File: src/rtl/guitar_pkg.sv
// Shared types and timing defaults for the guitar input conditioner.
// Holds the per-player FSM state encoding and counter-width helper.
package guitar_pkg;

    typedef enum logic [1:0] {
        ST_IDLE    = 2'd0,
        ST_HIT     = 2'd1,
        ST_LOCKOUT = 2'd2
    } player_state_t;

    localparam int DEFAULT_DEBOUNCE_CYCLES = 500000;
    localparam int DEFAULT_LOCKOUT_CYCLES  = 5000000;
    localparam int NUM_PLAYERS             = 2;
    localparam int NUM_FRETS               = 3;

    // Bits needed to count 0..cycles-1, never less than one.
    function automatic int cnt_width(input int cycles);
        return (cycles > 1) ? $clog2(cycles) : 1;
    endfunction

endpackage

File: src/rtl/input_debounce.sv
// One raw input: 2-flop synchronizer followed by a counting debouncer.
// The accepted value only moves after DEBOUNCE_CYCLES consecutive differing samples.
module input_debounce
    import guitar_pkg::*;
#(
    parameter int   DEBOUNCE_CYCLES = DEFAULT_DEBOUNCE_CYCLES,
    parameter logic RESET_VALUE     = 1'b0
) (
    input  logic clk,
    input  logic rst_n,
    input  logic raw,
    output logic stable
);

    localparam int            CW       = cnt_width(DEBOUNCE_CYCLES);
    localparam logic [CW-1:0] CNT_LAST = CW'(DEBOUNCE_CYCLES - 1);

    logic          sync1_r;
    logic          sync2_r;
    logic          stable_r;
    logic [CW-1:0] cnt_r;

    // Metastability synchronizer for the asynchronous raw pin.
    always_ff @(posedge clk or negedge rst_n) begin
        if (!rst_n) begin
            sync1_r <= RESET_VALUE;
            sync2_r <= RESET_VALUE;
        end else begin
            sync1_r <= raw;
            sync2_r <= sync1_r;
        end
    end

    // Debounce counter: any sample matching the stable value restarts the count.
    always_ff @(posedge clk or negedge rst_n) begin
        if (!rst_n) begin
            stable_r <= RESET_VALUE;
            cnt_r    <= '0;
        end else if (sync2_r == stable_r) begin
            cnt_r    <= '0;
        end else if (cnt_r == CNT_LAST) begin
            stable_r <= sync2_r;
            cnt_r    <= '0;
        end else begin
            cnt_r    <= cnt_r + 1'b1;
        end
    end

    assign stable = stable_r;

endmodule

File: src/rtl/guitar_input_conditioner.sv
// Conditions two guitar controllers: debounces frets and strum bars, then
// runs a per-player strum FSM producing hit/miss strobes with a lockout window.
module guitar_input_conditioner
    import guitar_pkg::*;
#(
    parameter int DEBOUNCE_CYCLES = DEFAULT_DEBOUNCE_CYCLES,
    parameter int LOCKOUT_CYCLES  = DEFAULT_LOCKOUT_CYCLES
) (
    input  logic       CLOCK_50,
    input  logic       resetn,
    input  logic [2:0] p1_btn_n,
    input  logic       p1_strum,
    input  logic [2:0] p2_btn_n,
    input  logic       p2_strum,
    output logic [5:0] guitar_in,
    output logic [5:0] hit_pulse,
    output logic [1:0] miss_pulse,
    output logic [1:0] busy
);

    localparam int            LW        = cnt_width(LOCKOUT_CYCLES);
    localparam logic [LW-1:0] LOCK_LAST = LW'(LOCKOUT_CYCLES - 1);
    // Buttons idle high (released), strum bars idle low.
    localparam logic [7:0]    RST_VEC   = 8'b0111_0111;

    logic [7:0] raw_s;
    logic [7:0] stable_s;

    assign raw_s = {p2_strum, p2_btn_n, p1_strum, p1_btn_n};

    for (genvar i = 0; i < 8; i++) begin : g_deb
        input_debounce #(
            .DEBOUNCE_CYCLES (DEBOUNCE_CYCLES),
            .RESET_VALUE     (RST_VEC[i])
        ) u_deb (
            .clk    (CLOCK_50),
            .rst_n  (resetn),
            .raw    (raw_s[i]),
            .stable (stable_s[i])
        );
    end

    for (genvar p = 0; p < NUM_PLAYERS; p++) begin : g_player
        logic [NUM_FRETS-1:0] frets_s;
        logic                 strum_s;
        logic                 strum_edge_s;
        player_state_t        state_r;
        player_state_t        state_nx;
        logic [LW-1:0]        lock_cnt_r;
        logic [LW-1:0]        lock_cnt_nx;
        logic                 strum_prev_r;
        logic [NUM_FRETS-1:0] hit_r;
        logic [NUM_FRETS-1:0] hit_nx;
        logic                 miss_r;
        logic                 miss_nx;

        assign frets_s      = ~stable_s[p*4 +: NUM_FRETS];
        assign strum_s      = stable_s[p*4 + 3];
        assign strum_edge_s = strum_s & ~strum_prev_r;

        // Strum FSM state, lockout counter and registered strobes.
        always_ff @(posedge CLOCK_50 or negedge resetn) begin
            if (!resetn) begin
                state_r      <= ST_IDLE;
                lock_cnt_r   <= '0;
                strum_prev_r <= 1'b0;
                hit_r        <= '0;
                miss_r       <= 1'b0;
            end else begin
                state_r      <= state_nx;
                lock_cnt_r   <= lock_cnt_nx;
                strum_prev_r <= strum_s;
                hit_r        <= hit_nx;
                miss_r       <= miss_nx;
            end
        end

        // Next-state logic; strobes are captured on the IDLE->HIT transition.
        always_comb begin
            state_nx    = state_r;
            lock_cnt_nx = lock_cnt_r;
            hit_nx      = '0;
            miss_nx     = 1'b0;
            case (state_r)
                ST_IDLE: begin
                    if (strum_edge_s) begin
                        state_nx = ST_HIT;
                        hit_nx   = frets_s;
                        miss_nx  = (frets_s == 3'b000);
                    end else begin
                        state_nx = ST_IDLE;
                    end
                end
                ST_HIT: begin
                    state_nx    = ST_LOCKOUT;
                    lock_cnt_nx = '0;
                end
                ST_LOCKOUT: begin
                    // Counter saturates; exit only once the strum bar is released.
                    if (lock_cnt_r == LOCK_LAST) begin
                        if (!strum_s) begin
                            state_nx = ST_IDLE;
                        end else begin
                            state_nx = ST_LOCKOUT;
                        end
                    end else begin
                        lock_cnt_nx = lock_cnt_r + 1'b1;
                    end
                end
                default: begin
                    state_nx    = ST_IDLE;
                    lock_cnt_nx = '0;
                end
            endcase
        end

        assign guitar_in[p*NUM_FRETS +: NUM_FRETS] = frets_s & {NUM_FRETS{strum_s}};
        assign hit_pulse[p*NUM_FRETS +: NUM_FRETS] = hit_r;
        assign miss_pulse[p]                       = miss_r;
        assign busy[p]                             = (state_r == ST_LOCKOUT);
    end

endmodule

File: config.mk
export PLATFORM = sky130hd
export DESIGN_NAME = guitar_input_conditioner
export DESIGN_NICKNAME = d
export VERILOG_FILES = /design/src/rtl/guitar_pkg.sv /design/src/rtl/input_debounce.sv /design/src/rtl/guitar_input_conditioner.sv
export SDC_FILE = /design/constraint.sdc
export NUM_CORES = 1
export LEC_CHECK = 0
export CORE_MARGIN = 4
export CORE_UTILIZATION = 62
export DETAILED_ROUTE_END_ITERATION = 8
export PLACE_DENSITY = 0.8
export SKIP_LAST_GASP = 1
export SLEW_MARGIN = 10
export SYNTH_ARGS = -nofsm -noshare
export SYNTH_HDL_FRONTEND = slang
export SYNTH_SLANG_ARGS = --single-unit
File: constraint.sdc
create_clock -name CLOCK_50 -period 2.99 [get_ports CLOCK_50]
set_input_delay 0.598 -clock CLOCK_50 [delete_from_list [all_inputs] [get_ports CLOCK_50]]
set_output_delay 0.598 -clock CLOCK_50 [all_outputs]
set_load 0.005 [all_outputs]
==> impl_metrics.json, run 1 <==
{
  "numPortBuffers": 25,
  "post-route-period-util_pct": 85.1,
  "critPathBufInv": 1,
  "firstDrtPassIters": 5,
  "synthCells": 1111,
  "clock_sinks": 236,
  "drc": 0,
  "placed_area_sq_um": 11400,
  "maxSlewViolCount": 0,
  "setup_viol": 0,
  "finalSetupTns_ns": 0,
  "die_h_um": 141,
  "clk_path_buf_depth": 3,
  "fin_nets": 1157,
  "max-vdd-ir-drop_v": 0.000539,
  "rsz0062_at_grt": "no",
  "p_int_uw": 5220,
  "pre_cts_slack_ns": 0.510,
  "p_leak_uw": 0.00522,
  "dr_wl_met2_um": 9850,
  "ys.warnings.count": 0,
  "dp_cells": 1334,
  "clk_pin_slew_worst_paths_ns": 0.06,
  "critPathLaunchType": "register",
  "ios": 26,
  "dp_hpwl_um": 13300,
  "power.share.switching_pct": 20.9,
  "syn_nets": 1131,
  "required_ns": 2.39,
  "synth_top_area_share_pct": 49.6,
  "via_count": 7741,
  "finalNonFillerCells": 1381,
  "layout-drive-gt1-share_pct": 7.96,
  "cts_tree": "built",
  "synth_ff_type": "dfrtp_1",
  "dr.max_layer_used": "met4",
  "critPathCaptureType": "output pin",
  "power_switching_uw": 1380,
  "wire_per_inst_um": 14.6,
  "hold_buffers": 1,
  "p_clk_share_pct": 47.8,
  "grt_overflow": 0,
  "critPathMaxStageDelay_ns": 0.60,
  "die_w_um": 141,
  "slew_headroom_pct": 46.4,
  "synth_area_leaders": "dfrtp_1 (50%), nor2_1 (7.6%), xor2_1 (7.2%)",
  "critPathTopFamily": "flip-flops",
  "cts_root_buffer": "clkbuf_16",
  "worst_slew_pin_slew_ns": 0.797,
  "fin_worst_skew_ns": 0.0117,
  "async_reset_ff_share_pct": 100,
  "yosysMostFrequentCell": "nor2_1",
  "ys_seq_elements": 236,
  "first_global_vias": 7765,
  "fin_crit_ns": 2.55,
  "design_area_sq_um": 12300,
  "synth-seq-area-share_pct": 53.9,
  "globalplace.congestion": 0.801,
  "ys_top_cells_by_count": "nor2_1 (223), dfrtp_1 (218), xor2_1 (90)",
  "start_util_pct": 63.4,
  "syn_area_sq_um": 11000,
  "post_cts_resized": 0,
  "insertion_delay_ns": 0.52,
  "synth_edf_count": 0,
  "worstPathMaxFanout": 13,
  "cts_setup_buffers": 0,
  "dieArea_sq_um": 20000,
  "vias_per_cell": 5.61,
  "whs_ns": 0.351,
  "powerDensity_nw_per_um2": 536,
  "fp.coreArea_sq_um": 17400,
  "grt_max_degree": 67,
  "grt_pass1_wl_um": 35800,
  "criticalPathCategory": "register to output pin",
  "antenna_found_initial": 0,
  "outcome": "completed",
  "crit_chain": "nor2b_1 > clkdlybuf4s50_1",
  "maxCapViolCount": 0,
  "hold_path_class": "register to register",
  "fmax_ghz": 0.393,
  "synth_top_cell_by_area": "dfrtp_1",
  "grt_util_all_layers_pct": 21.1,
  "drt-met1-wl_um": 9300,
  "wl_met3_um": 555,
  "setup_ws_ns": 0.445,
  "first_iter_violations": 421,
  "wl_um": 20200,
  "p_seq_share_pct": 49.6,
  "n_antenna_cell": 0,
  "yosys.cell_types.count": 49,
  "cts_max_level": 1,
  "numCtsBuffers": 25,
  "combPwrFrac_pct": 2.6,
  "finalHoldViolCount": 0,
  "std_cell_rows": 48,
  "critical_path_arrival_ns": 1.95,
  "antenna_left": 0,
  "area_delta_synth_final_pct": 11.8,
  "critPathSlowestCell": "dfrtp_1",
  "synth.avg_cell_area_sq_um": 9.91
}
==> routing by layer <==
| metal | vias up | track usage [%] |
|---|---|---|
| met5 | - | 0 |
| met4 | 0 | 6.17 |
| met3 | 41 | 2.82 |
| met2 | 108 | 34.8 |
| met1 | 3767 | 29.6 |
| li1 | 3825 | - |
==> final cells by class <==
type / count / area, sq um
clock buffers: 36 / 717
clock inverters: 10 / 133
fillers: 1215 / 5050
inverters: 31 / 116
multi-input cells: 811 / 4800
flip-flops and latches: 236 / 5930
well taps: 225 / 282
repair buffers: 32 / 335
==> power by group through the flow <==
| stage | combinational, uW | sequential [uW] | clock [uW] |
|---|---|---|---|
| after floorplan | 79.2 | 3320 | 0 |
| after global placement | 173 | 3330 | 0 |
| after detailed placement | 178 | 3330 | 0 |
| after CTS | 179 | 3270 | 3210 |
| after global routing | 202 | 3280 | 3350 |
| final | 172 | 3270 | 3150 |
==> placed cells by master (no fill, tap or decap), types with 4 or more instances in the layout <==
| cell type | netlist | final |
|---|---|---|
| clkbuf_1 | 25 | 6 |
| or2_2 | 11 | 11 |
| dfrtp_1 | 218 | 218 |
| o21ai_0 | 9 | 9 |
| xnor2_1 | 73 | 73 |
| xor2_1 | 90 | 90 |
| o31ai_1 | 8 | 8 |
| nand2_1 | 84 | 84 |
| o21ai_1 | 7 | 7 |
| or3_1 | 16 | 16 |
| and3_1 | 16 | 16 |
| ha_1 | 10 | 10 |
| mux2_2 | 8 | 8 |
| nor2_1 | 223 | 223 |
| nor4b_1 | 7 | 7 |
| nor3_1 | 30 | 30 |
| a21oi_1 | 19 | 19 |
| nand4_1 | 40 | 40 |
| or4_1 | 12 | 12 |
| and4_1 | 12 | 12 |
| dfstp_2 | 18 | 18 |
| nor2b_1 | 10 | 10 |
| clkdlybuf4s50_1 | 0 | 24 |
| nor4_1 | 25 | 25 |
| clkbuf_8 | 0 | 5 |
| buf_4 | 2 | 4 |
| clkbuf_16 | 0 | 25 |
| nand3_1 | 70 | 70 |
| clkinv_2 | 0 | 5 |
| inv_1 | 31 | 31 |
==> logic make-up after synthesis <==
family / after synthesis / synth area share [%]
buffers and inverters: 64 / 2.57
xor gates and xnor gates: 163 / 13.0
muxes: 11 / 1.10
AOI/OAI and AO/OA: 56 / 3.15
adders and majority gates: 10 / 1.14
DFF: 236 / 53.9
and+or+nand+nor: 571 / 25.2
==> stage by stage <==
stage | power, uW | utilization [%]
global route | 6830 | 70.9
global placement | 3500 | 66.0
floorplan | 3400 | -
CTS | 6660 | 70.9
detailed placement | 3510 | 66.0
finish | 6600 | 70.9
==> flip-flops by register name (all words and copies together) (netlist names) <==
signal / count
g_deb.u_deb.cnt_r: 152
g_deb.u_deb.stable: 8
g_deb.u_deb.sync1_r: 8
g_deb.u_deb.sync2_r: 8
g_player.hit_r: 6
g_player.lock_cnt_r: 46
g_player.miss_r: 2
g_player.state_r: 4
g_player.strum_prev_r: 2
==> worst register-to-register path: stages (launching register included) <==
cell and delay, ns:
dfrtp_1 0.39, ha_1 0.19, nand3_1 0.22, or4_1 0.75, o21ai_4 0.55, mux2i_1 0.26
nor2_1 0.06
==> worst paths after layout <==
kind,to,cells after the start,slack (ns),startpoint
setup / recovery,busy[1],2,0.44,g_player[1].state_r[1]$_DFFE_PN0P_
hold / removal,g_deb[7].u_deb.sync2_r$_DFF_PN0_,0,0.35,g_deb[7].u_deb.sync1_r$_DFF_PN0_
setup reg to reg,g_player[1].lock_cnt_r[1]$_DFFE_PN0P_,6,0.45,g_player[1].lock_cnt_r[0]$_DFFE_PN0P_
hold reg to reg,g_deb[7].u_deb.sync2_r$_DFF_PN0_,0,0.35,g_deb[7].u_deb.sync1_r$_DFF_PN0_
max in group asynchronous,g_player[1].lock_cnt_r[14]$_DFFE_PN0P_,3,1.68,resetn
min in group asynchronous,g_player[0].lock_cnt_r[10]$_DFFE_PN0P_,2,0.56,resetn
Power figures use the tool's default switching activity.
==> run 2, diff against run 1 <==
--- a/config.mk
+++ b/config.mk
@@ -6,9 +6,11 @@
 export NUM_CORES = 1
 export LEC_CHECK = 0
 export CORE_MARGIN = 4
-export CORE_UTILIZATION = 62
+export CORE_UTILIZATION = 64
+export CTS_BUF_LIST = sky130_fd_sc_hd__clkbuf_8
+export CTS_CLUSTER_DIAMETER = 200
 export DETAILED_ROUTE_END_ITERATION = 8
-export PLACE_DENSITY = 0.8
+export PLACE_DENSITY = 0.82
 export SKIP_LAST_GASP = 1
 export SLEW_MARGIN = 10
 export SYNTH_ARGS = -nofsm -noshare
==> run 2 against run 1 <==
Net effect:
- fmax increased by 0.18%
- critical path depth increased by 4
- hold slack worse by 0.34 ns
- sequential power barely moved
- power hardly changed
- die area shrank 2.9%
- clock-buffer cell count grew 19
- clock skew is 0.0062 ns higher
- clock power is essentially flat
- non-clock buffer count is 1 lower
- flip-flop and latch count unchanged
- critical path type is now register to register
==> impl_metrics.json, run 2 (same netlist as run 1, synthesis figures left out) <==
{
  "area_delta_synth_final_pct": 12.2,
  "critPathSlowestCell": "or4_1",
  "combPwrFrac_pct": 2.6,
  "vias_per_cell": 5.59,
  "setup_viol": 0,
  "layout_common_cells": "nor2_1 (223), dfrtp_1 (218), xor2_1 (90)",
  "critPathCaptureType": "register",
  "fmax_ghz": 0.394,
  "finalHoldViolCount": 0,
  "drc": 0,
  "die_w_um": 139,
  "p_seq_share_pct": 49.6,
  "slew_headroom_pct": 41.5,
  "first_global_vias": 7766,
  "post-route-period-util_pct": 85.0,
  "outcome": "completed",
  "firstDrtPassIters": 5,
  "dp_hpwl_um": 13000,
  "cts_max_level": 2,
  "critPathBufInv": 0,
  "die_h_um": 139,
  "pre_cts_slack_ns": 0.506,
  "required_ns": 3.39,
  "dieArea_sq_um": 19400,
  "ios": 26,
  "worst_slew_pin_slew_ns": 0.869,
  "regMostFlops": "g_deb.u_deb.cnt_r",
  "maxCapViolCount": 0,
  "whs_ns": 0.00715,
  "wl_met3_um": 650,
  "power.share.switching_pct": 21.4,
  "dr_wl_met2_um": 9510,
  "dp_cells": 1329,
  "critical_path_arrival_ns": 2.94,
  "design_area_sq_um": 12300,
  "wire_per_inst_um": 14.1,
  "powerDensity_nw_per_um2": 535,
  "fin_crit_ns": 2.54,
  "grt_pass1_wl_um": 35100,
  "fp.coreArea_sq_um": 16700,
  "reg_top3": "g_deb.u_deb.cnt_r (152), g_player.lock_cnt_r (46)",
  "cts_root_buffer": "clkbuf_8",
  "hold_path_class": "primary input to asynchronous set/reset pin",
  "dr.max_layer_used": "met4",
  "fin_nets": 1171,
  "start_util_pct": 65.9,
  "antenna_left": 0,
  "clk_pin_slew_worst_paths_ns": 0.06,
  "first_iter_violations": 560,
  "worstPathMaxFanout": 24,
  "rsz0062_at_grt": "no",
  "p_clk_share_pct": 47.8,
  "largest_reg_flops": 152,
  "drt-met1-wl_um": 9120,
  "criticalPathCategory": "register to register",
  "antenna_found_initial": 0,
  "grt_util_all_layers_pct": 21.0,
  "grt_max_degree": 76,
  "post_cts_resized": 0,
  "clk_path_buf_depth": 3,
  "grt_overflow": 0,
  "placed_area_sq_um": 11400,
  "rrSetupSlack_ns": 0.45,
  "numCtsBuffers": 40,
  "std_cell_rows": 47,
  "maxSlewViolCount": 0,
  "cts_setup_buffers": 0,
  "clock_sinks": 236,
  "via_count": 7817,
  "critPathLaunchType": "register",
  "numPortBuffers": 25,
  "hold_buffers": 0,
  "fin_worst_skew_ns": 0.0179,
  "insertion_delay_ns": 0.53,
  "crit_chain": "ha_1 > nand3_1 > or4_1 > o21ai_4 > mux2i_1 > nor2_1",
  "final_common_cell": "nor2_1",
  "critPathTopFamily": "simple AND/OR/NAND/NOR gates",
  "p_int_uw": 5190,
  "max-vdd-ir-drop_v": 0.000557,
  "p_leak_uw": 0.00528,
  "setup_ws_ns": 0.449,
  "layout-drive-gt1-share_pct": 10.0,
  "power_switching_uw": 1410,
  "cts_tree": "built",
  "wl_um": 19800,
  "n_antenna_cell": 0,
  "globalplace.congestion": 0.832,
  "critPathMaxStageDelay_ns": 0.74,
  "finalSetupTns_ns": 0,
  "finalNonFillerCells": 1399
}
run 2: final timing paths:
check / start / cells past startpoint / endpoint
max: g_player[1].lock_cnt_r[0]$_DFFE_PN0P_ / 6 / g_player[1].lock_cnt_r[1]$_DFFE_PN0P_
min: resetn / 1 / g_player[0].lock_cnt_r[17]$_DFFE_PN0P_
max reg2reg: g_player[1].lock_cnt_r[0]$_DFFE_PN0P_ / 6 / g_player[1].lock_cnt_r[1]$_DFFE_PN0P_
min reg2reg: g_deb[7].u_deb.sync1_r$_DFF_PN0_ / 0 / g_deb[7].u_deb.sync2_r$_DFF_PN0_
max in group asynchronous: resetn / 2 / g_deb[2].u_deb.sync2_r$_DFF_PN1_
min in group CLOCK_50: g_deb[7].u_deb.sync1_r$_DFF_PN0_ / 0 / g_deb[7].u_deb.sync2_r$_DFF_PN0_
run 2: layer usage:
metal | GRT usage (%) | up-vias
met5 | 0 | -
met1 | 28.7 | 3790
met2 | 34.4 | 131
met4 | 7.52 | 0
met3 | 3.48 | 38
li1 | - | 3858
run 2: through the flow:
step / util [%] / total power, uW
4_1_cts: 73.9 / 6680
5_1_grt: 73.9 / 6870
6_report: 73.9 / 6600
3_5_place_dp: 68.5 / 3510
3_3_place_gp: 68.5 / 3500
2_1_floorplan: - / 3400
run 2: cell type report:
| cell class | instances | area [sq um] |
|---|---|---|
| inverters | 31 | 116 |
| flip-flops and latches | 236 | 5930 |
| fillers | 1189 | 4350 |
| multi-input cells | 811 | 4800 |
| clock inverters | 15 | 149 |
| repair buffers | 31 | 325 |
| well taps | 220 | 275 |
| clock buffers | 55 | 757 |
run 2: worst reg2reg max path, cell delays in order (launching register included):
cell,delay [ns]
dfrtp_1,0.41
ha_1,0.19
nand3_1,0.20
or4_1,0.75
o21ai_4,0.54
mux2i_1,0.28
nor2_1,0.06
run 2: power groups by stage:
stage / clock (uW) / combinational [uW] / sequential (uW)
2_1_floorplan: 0 / 79.2 / 3320
3_3_place_gp: 0 / 173 / 3330
3_5_place_dp: 0 / 177 / 3330
4_1_cts: 3230 / 178 / 3270
5_1_grt: 3400 / 202 / 3280
6_report: 3160 / 170 / 3270
==> run 3, diff against run 2 <==
==> constraint.sdc (replaced) <==
create_clock -name CLOCK_50 -period 2.4 [get_ports CLOCK_50]
set_input_delay 0.48 -clock CLOCK_50 [delete_from_list [all_inputs] [get_ports CLOCK_50]]
set_output_delay 0.48 -clock CLOCK_50 [all_outputs]
set_load 0.005 [all_outputs]
==> run 3 against run 2 <==
Net effect:
- core utilization is 0.34 points higher
- clock-buffer cell count is 7 lower
- setup slack worse by 0.36 ns
- highest routed layer unchanged
==> impl_metrics.json, run 3 (same netlist as run 1, synthesis figures left out) <==
{
  "outcome": "completed",
  "rsz0062_at_grt": "no",
  "maxSlewViolCount": 0,
  "rrSetupSlack_ns": 0.12,
  "critPathSlowestCell": "dfrtp_1",
  "fin_worst_skew_ns": 0.0180,
  "antenna_found_initial": 0,
  "finalSetupTns_ns": 0,
  "grt_max_degree": 67,
  "p_leak_uw": 0.00537,
  "first_iter_violations": 531,
  "seqCellArea_sq_um": 5930,
  "grtUsageMet2_pct": 36.4,
  "maxCapViolCount": 0,
  "grt_util_all_layers_pct": 22.1,
  "area_delta_synth_final_pct": 12.7,
  "post-route-period-util_pct": 96.3,
  "critPathCaptureType": "output pin",
  "insertion_delay_ns": 0.54,
  "setup_viol": 0,
  "cts_root_buffer": "clkbuf_8",
  "slew_headroom_pct": 48.3,
  "numCtsBuffers": 40,
  "firstDrtPassIters": 5,
  "crit_chain": "nor2b_1 > clkdlybuf4s50_1",
  "die_w_um": 139,
  "hold_path_class": "register to register",
  "start_util_pct": 65.9,
  "post_cts_resized": 0,
  "critPathTopFamily": "flip-flops",
  "critPathLaunchType": "register",
  "grtUsageMet1_pct": 29.4,
  "layout_common_cells": "nor2_1 (223), dfrtp_1 (218), xor2_1 (90)",
  "layout-drive-gt1-share_pct": 10.3,
  "drc": 0,
  "max-vdd-ir-drop_v": 0.000479,
  "critPathMaxStageDelay_ns": 0.53,
  "clock_sinks": 236,
  "criticalPathCategory": "register to output pin",
  "fp.coreArea_sq_um": 16700,
  "cts_max_level": 2,
  "powerDensity_nw_per_um2": 627,
  "wl_um": 20800,
  "finalHoldViolCount": 0,
  "clk_pin_slew_worst_paths_ns": 0.06,
  "final_common_cell": "nor2_1",
  "globalplace.congestion": 0.848,
  "via_count": 7976,
  "whs_ns": 0.349,
  "worstPathMaxFanout": 8,
  "critPathBufInv": 1,
  "use_met3_pct": 3.83,
  "wire_per_inst_um": 14.6,
  "fin_nets": 1190,
  "first_global_vias": 8019,
  "grt_overflow": 0,
  "clk_path_buf_depth": 3,
  "grt.busiest_layer": "met2",
  "ios": 26,
  "cts_tree": "built",
  "vias_per_cell": 5.61,
  "multi_input_area_sq_um": 4800,
  "reg_top3": "g_deb.u_deb.cnt_r (152), g_player.lock_cnt_r (46)",
  "die_h_um": 139,
  "worst_slew_pin_slew_ns": 0.769,
  "grt_pass1_wl_um": 36500,
  "std_cell_rows": 47,
  "numPortBuffers": 25,
  "required_ns": 1.92,
  "largest_reg_flops": 152,
  "dieArea_sq_um": 19400,
  "dp_hpwl_um": 13900,
  "nFillCells": 1206,
  "n_antenna_cell": 0,
  "fmax_ghz": 0.433,
  "regMostFlops": "g_deb.u_deb.cnt_r",
  "fin_crit_ns": 2.31,
  "antenna_left": 0,
  "critical_path_arrival_ns": 1.83
}
-- run 3: path summary, 6_finish.rpt --
check	start	end	cells after the start
min in group asynchronous	resetn	g_player[0].lock_cnt_r[13]$_DFFE_PN0P_	2
hold / removal	g_deb[7].u_deb.sync1_r$_DFF_PN0_	g_deb[7].u_deb.sync2_r$_DFF_PN0_	0
setup / recovery	g_deb[3].u_deb.stable$_DFFE_PN0P_	guitar_in[2]	2
max in group asynchronous	resetn	g_deb[4].u_deb.sync2_r$_DFF_PN1_	3
setup reg to reg	g_player[1].lock_cnt_r[15]$_DFFE_PN0P_	g_player[1].lock_cnt_r[18]$_DFFE_PN0P_	6
hold reg to reg	g_deb[7].u_deb.sync1_r$_DFF_PN0_	g_deb[7].u_deb.sync2_r$_DFF_PN0_	0
-- run 3: cell type report --
class | instances | share of cell area, %
sequential | 236 | 47.8
clock inverter | 25 | 1.07
multi-input combinational | 811 | 38.7
timing repair buffer | 50 | 3.99
inverter | 31 | 0.938
clock buffer | 48 | 5.33
tap | 220 | 2.22
-- run 3: what timing repair did --
action | in CTS | in global routing
hold buffers | 1 | 0
hold endpoints to repair | 56 | 0
buffers inserted | 0 | 0
endpoints found under the setup margin | 0 | 0
-- run 3: metrics by stage --
step           cells  power, uW  instance area, sq um  util, %  setup WS [ns]
2_1_floorplan   1111       4240                 11000        -          0.188
3_3_place_gp    1347       4370                 11600     69.5          0.197
3_5_place_dp    1347       4380                 11600     69.5          0.135
4_1_cts         1421       7880                 12400     74.3         0.0540
5_1_grt         1421       8140                 12400     74.3         0.0102
6_report        1421       7780                 12400     74.3         0.0881
-- run 3: power breakdown --
| part | internal, uW | switching [uW] | leakage, uW |
|---|---|---|---|
| logic | 73.2 | 154 | 0.00169 |
| clock network | 1920 | 1550 | 0.000477 |
| registers | 4040 | 42.3 | 0.00321 |
-- run 3: routing by layer --
metal | vias to the layer above | part of all wire, %
met5 | - | 0
met4 | 0 | 2.7
met3 | 46 | 3.0
met2 | 136 | 49
met1 | 3899 | 45
li1 | 3895 | -
